$ cat src/rtl/pipelined_slice_adder.sv
// Pipelined add/subtract unit resolving one SLICE-bit ripple slice per stage.
// Optional saturation on signed overflow is enabled by defining PIPE_ADDER_SAT_EN.
module pipelined_slice_adder #(
  parameter int WIDTH = 16,
  parameter int SLICE = 4
) (
  input  logic             Clk,
  input  logic             Reset_n,
  input  logic             in_valid,
  output logic             in_ready,
  input  logic [WIDTH-1:0] a,
  input  logic [WIDTH-1:0] b,
  input  logic             c_in,
  input  logic             sub,
`ifdef PIPE_ADDER_SAT_EN
  input  logic             sat,
`endif
  output logic             out_valid,
  input  logic             out_ready,
  output logic [WIDTH-1:0] s,
  output logic             c_out,
  output logic             ovf
);

  localparam int STAGES = WIDTH / SLICE;
  localparam int LAST   = STAGES - 1;

  generate
    if (WIDTH % SLICE != 0) begin : g_width_check
      $error("pipelined_slice_adder: WIDTH must be a multiple of SLICE");
    end
  endgenerate

  // acc holds operand A with its low slices progressively overwritten by sums
  logic             vld       [STAGES];
  logic             cry       [STAGES];
  logic [WIDTH-1:0] acc       [STAGES];
  logic [WIDTH-1:0] bop       [STAGES];
  logic [SLICE-1:0] slice_sum [STAGES];
  logic             slice_cy  [STAGES];
  logic [WIDTH-1:0] next_acc  [STAGES];

  logic             en;
  logic             a_msb;
  logic             b_msb;
  logic             ovf_next;
  logic [WIDTH-1:0] s_next;

  assign en       = !out_valid || out_ready;
  assign in_ready = en;

  always_comb begin
    for (int k = 0; k < STAGES; k++) begin
      {slice_cy[k], slice_sum[k]} = {1'b0, acc[k][k*SLICE +: SLICE]}
                                  + {1'b0, bop[k][k*SLICE +: SLICE]}
                                  + {{SLICE{1'b0}}, cry[k]};
      next_acc[k]                  = acc[k];
      next_acc[k][k*SLICE +: SLICE] = slice_sum[k];
    end
  end

  // Carry into the MSB is recovered from the MSB sum bit and the operand MSBs
  assign a_msb    = acc[LAST][WIDTH-1];
  assign b_msb    = bop[LAST][WIDTH-1];
  assign ovf_next = a_msb ^ b_msb ^ slice_sum[LAST][SLICE-1] ^ slice_cy[LAST];

`ifdef PIPE_ADDER_SAT_EN
  logic sat_p [STAGES];

  always_ff @(posedge Clk or negedge Reset_n) begin
    if (!Reset_n) begin
      for (int k = 0; k < STAGES; k++) sat_p[k] <= 1'b0;
    end else if (en) begin
      sat_p[0] <= sat;
      for (int k = 1; k < STAGES; k++) sat_p[k] <= sat_p[k-1];
    end
  end

  // Overflow implies equal operand signs, so a_msb tells the clamp direction
  always_comb begin
    s_next = next_acc[LAST];
    if (sat_p[LAST] && ovf_next)
      s_next = a_msb ? {1'b1, {(WIDTH-1){1'b0}}} : {1'b0, {(WIDTH-1){1'b1}}};
  end
`else
  assign s_next = next_acc[LAST];
`endif

  always_ff @(posedge Clk or negedge Reset_n) begin
    if (!Reset_n) begin
      for (int k = 0; k < STAGES; k++) begin
        vld[k] <= 1'b0;
        cry[k] <= 1'b0;
        acc[k] <= '0;
        bop[k] <= '0;
      end
      out_valid <= 1'b0;
      s         <= '0;
      c_out     <= 1'b0;
      ovf       <= 1'b0;
    end else if (en) begin
      vld[0] <= in_valid;
      acc[0] <= a;
      bop[0] <= sub ? ~b : b;
      cry[0] <= sub ? 1'b1 : c_in;
      for (int k = 1; k < STAGES; k++) begin
        vld[k] <= vld[k-1];
        cry[k] <= slice_cy[k-1];
        acc[k] <= next_acc[k-1];
        bop[k] <= bop[k-1];
      end
      out_valid <= vld[LAST];
      s         <= s_next;
      c_out     <= slice_cy[LAST];
      ovf       <= ovf_next;
    end
  end

endmodule
$ cat config.mk
export PLATFORM = sky130hd
export DESIGN_NAME = pipelined_slice_adder
export DESIGN_NICKNAME = d
export VERILOG_FILES = /design/src/rtl/pipelined_slice_adder.sv
export SDC_FILE = /design/constraint.sdc
export NUM_CORES = 1
export LEC_CHECK = 0
export CORE_ASPECT_RATIO = 0.5
export CORE_MARGIN = 1.5
export CORE_UTILIZATION = 45
export CTS_BUF_LIST = sky130_fd_sc_hd__clkbuf_16
export DETAILED_ROUTE_END_ITERATION = 6
export PLACE_DENSITY_LB_ADDON = 0.05
export SLEW_MARGIN = 5
export SYNTH_ARGS = -nofsm -noshare
export SYNTH_HDL_FRONTEND = slang
export SYNTH_SLANG_ARGS = --single-unit
export TNS_END_PERCENT = 100
$ cat constraint.sdc
create_clock -name Clk -period 5.4 [get_ports Clk]
set_input_delay 1.08 -clock Clk [delete_from_list [all_inputs] [get_ports Clk]]
set_output_delay 1.08 -clock Clk [all_outputs]
set_load 0.02 [all_outputs]
; Yosys cells after proc, flatten, opt, wreduce, memory -nomap -nowiden
; Index checks and enable logic that the tools add are counted.
[classes]
add_sub_neg = 8
n_mux = 2
bitwise_logic = 4
reduce_logical = 2
[op_table]
columns = operator, count
row1 = $add A4 B4 Y5, 4
row2 = $add A5 B1 Y5, 4
row3 = $mux W16, 1
row4 = $not A16 Y16, 1
row5 = $xor A1 B1 Y1, 3
row6 = $logic_not A1 Y1, 1
row7 = $logic_or A1 B1 Y1, 1
row8 = $mux W1, 1
[word_totals]
regBits = 155
inputBits = 38
out_inout_bits = 20

; Logic depth before layout (Yosys ltp)
[logic_depth]
depth_word = 4
depth_mapped = 8
mapped_depth_nobuf = 8

; Least setup slack after synthesis
; OpenSTA, ideal clock, no wires.
[synth_path]
path_kind = input to output
from = input out_ready
to = output in_ready
arrival_time_ns = 1.524
slack_ns = 2.796
path_stages = 4
path_buffers = 2
cell_sequence = nor2b_4 -> buf_6 -> inv_4 -> buf_2
[synth_via]
elab_chain_cells = 1
[synth_lines]
columns = item, line
row1 = "start, declared", 19  ; input logic out_ready,
row2 = $logic_or A1 B1 Y1, 49  ; assign en = !out_valid || out_ready;
row3 = "end, declared", 10  ; output logic in_ready,
; No other way between the ends.

; Worst setup path after layout
; Ends and elaborated chain as after synthesis.

==> impl_results.md <==
* RR Startpoint: out_valid
* Mapped Nets at 650
* Initial drt markers at 250
* Port-buffer cells at 57
* R2R depth at 4
* R2R Setup Slk at 3.26 ns
* Fmax at 272 MHz
* Maxcap violations at 0
* Final-report hold violation count at 0
* RD Place Congestion at 0.712
* Cells after Synth at 592
* Peak fanout along the critical path at 36
* Initial Util at 46.5%
* N_diodes at 0
* Cell Area, Synth at 5560 sq um
* Initial antenna violation count at 0
* PD cells at 621 nW/um^2
* Share of post-route cells with drive strength above 1 at 5.64%
* Total CTS buffers at 17
* Worst Setup EP: in_ready
* Worst Skew at 0.00807 ns
* Status: complete, no violations
* FF+latch count, synth at 131
* Worst r2r dst: bop[57]
* Post-CTS Setup Inserts at 0
* Crit end category: primary output
* Vias in the first global route at 3685
* Gr ovfl total at 0
* Core Region at 11900 sq um
* Final ANT Viol Nets at 0
* Number of gates resized after CTS at 0
* DRC errors left at 0
* DIE WIDTH at 160 microns
* H-tree Lvls at 4
* Fin cells at 821
* WL/cell at 12.9 microns
* First-pass GRT wire length at 18300 microns
* WP data required at 4.32 ns
* First-pass iteration count of the detailed router at 4
* Cells after DPL at 789
* Period minus WS final at 3.67 ns
* # IOs at 58
* Hold Startpoint: vld[0]
* Area Growth Syn to Fin at 22.0%
* Hold_buf cts at 0
* Critical path origin: out_ready
* Skew-Pair Late Insertion Delay at 0.41 ns
* Total vias in the final route at 3770
* Setup-failing EPs final at 0
* Max Root-Sink Buffers at 2
* Relative slew slack at 37.0%
* Max Slew Vio Count at 0
* Tcrit/Tclk final at 68.0%
* Final WL at 10600 microns
* Actual slew at the worst max-slew pin at 0.942 ns
* Leakage at 3.38 nW
* Worst EP arrival at 2.59 ns
* All-layer global routing usage at 18.2%
* Crit start category: input pin
* Largest net degree at the start of global routing at 93
* Synth cell types at 22
* Critical path class: in -> out
* RSZ-0062 raised after global routing: no
* CTS tree: yes
* Nets@finish at 701
* Die height at 81.6 microns
* Mapped Avg Cell Area at 9.39 sq um
* Row cnt at 28
* Placed wire-length estimate at 6690 microns
* Hold Crit Class: reg -> reg
* VDD IR-drop max at 0.334 mV
* Register area share after synthesis at 59.0%
* Sink Count at 131
* Clock Tree Root: clkbuf_16
* Setup TNS at 0 ns
* Via/cell ratio at 4.59
* Die area at 13100 sq um
* Yosys warnings at 0
* Clock-pin slew on the worst setup and hold paths at 0.06 ns
## layer usage
metal | global-route usage (%) | up-vias | wire length, microns
met3 | 4.95 | 7 | 332
met2 | 26.0 | 57 | 4370
met5 | 0 | - | 0
met1 | 26.9 | 1777 | 5830
met4 | 5.33 | 0 | 83
li1 | - | 1929 | -
## through the flow
stage / setup WS, ns / cell area, sq um / power (mW) / util (%) / hold slack (ns)
5_1_grt: 1.67 / 6790 / 4.55 / 56.8 / 0.484
6_report: 1.73 / 6790 / 4.21 / 56.8 / 0.459
4_1_cts: 1.72 / 6790 / 4.27 / 56.8 / 0.465
3_5_place_dp: 1.72 / 6170 / 3.05 / 51.6 / 0.453
2_1_floorplan: 2.80 / 5560 / 2.61 / - / 0.430
3_3_place_gp: 1.73 / 6170 / 3.00 / 51.6 / 0.449
## placed cells by master (no fill, tap or decap), types with 7 or more instances in the layout
cell type / synthesis / layout
o21ai_0: 33 / 33
a21oi_1: 15 / 15
nand2_1: 299 / 299
xnor2_1: 17 / 17
fa_1: 8 / 8
ha_1: 12 / 12
xor2_1: 7 / 7
dfrtp_1: 131 / 131
clkbuf_16: 0 / 17
nor2_1: 13 / 13
clkdlybuf4s50_1: 0 / 56
inv_1: 14 / 15
## how the worst min path moves through the flow
stage / end / depth (start not counted)
2_1_floorplan: vld[0] / 2
3_3_place_gp: vld[0] / 2
3_5_place_dp: vld[0] / 2
4_1_cts: vld[0] / 2
5_1_grt: acc[8] / 2
6_report: vld[0] / 2
## cell usage after synthesis
cell type | instances | area [sq um]
inv_1 | 14 | 52.6
buf_2 | 18 | 90.1
inv_4 | 1 | 6.26
nor2b_1 | 3 | 18.8
clkbuf_1 | 1 | 3.75
a21o_1 | 4 | 30.0
nand2_1 | 299 | 1120
nor2b_4 | 1 | 13.8
buf_6 | 7 | 78.8
xnor2_1 | 17 | 149
o21ai_1 | 1 | 5.00
xor2_1 | 7 | 61.3
nor2_1 | 13 | 48.8
o21ai_0 | 33 | 165
ha_1 | 12 | 150
fa_1 | 8 | 160
nand2b_1 | 1 | 6.26
a21oi_1 | 15 | 75.1
buf_4 | 4 | 30.0
dfrtp_1 | 131 | 3280
a22oi_1 | 1 | 7.51
nand3b_1 | 1 | 7.51
## cell families after synthesis
family	count (synthesis)	share of synthesized area, %
XOR/XNOR	24	3.78
AND/OR/NAND/NOR	318	21.9
adder cells (fa/ha/maj)	20	5.58
buffers and inverters	45	4.70
AO/OA/AOI/OAI	54	5.09
flip-flops	131	59.0
## worst max-delay path, cell delays in order
cell	delay (ns)
clkdlybuf4s50_1	0.50
nor2b_4	0.06
inv_4	0.27
clkdlybuf4s50_1	0.68
## power by group
group	total (mW)	switching, mW	internal [mW]
sequential	1.67	0.251	1.42
clock	1.20	0.435	0.768
combinational	1.33	0.765	0.569
total	4.21	1.45	2.76
## flip-flops by register name (all words and copies together) (netlist names)
name	count
acc	63
cry	4
vld	4
s	16
out_valid	1
bop	39
ovf	1
a_msb	1
c_out	1
b_msb	1
## layout make-up
type                            count  area (sq um)
Clock buffer                       17           425
Clock inverter                     15           190
Fill cell                        1094          5160
Inverter                           15          58.8
Multi-Input combinational cell    416          2020
Sequential cell                   131          3280
Tap cell                          165           206
Timing Repair Buffer               62           606
(Power assumes the default switching activity.)
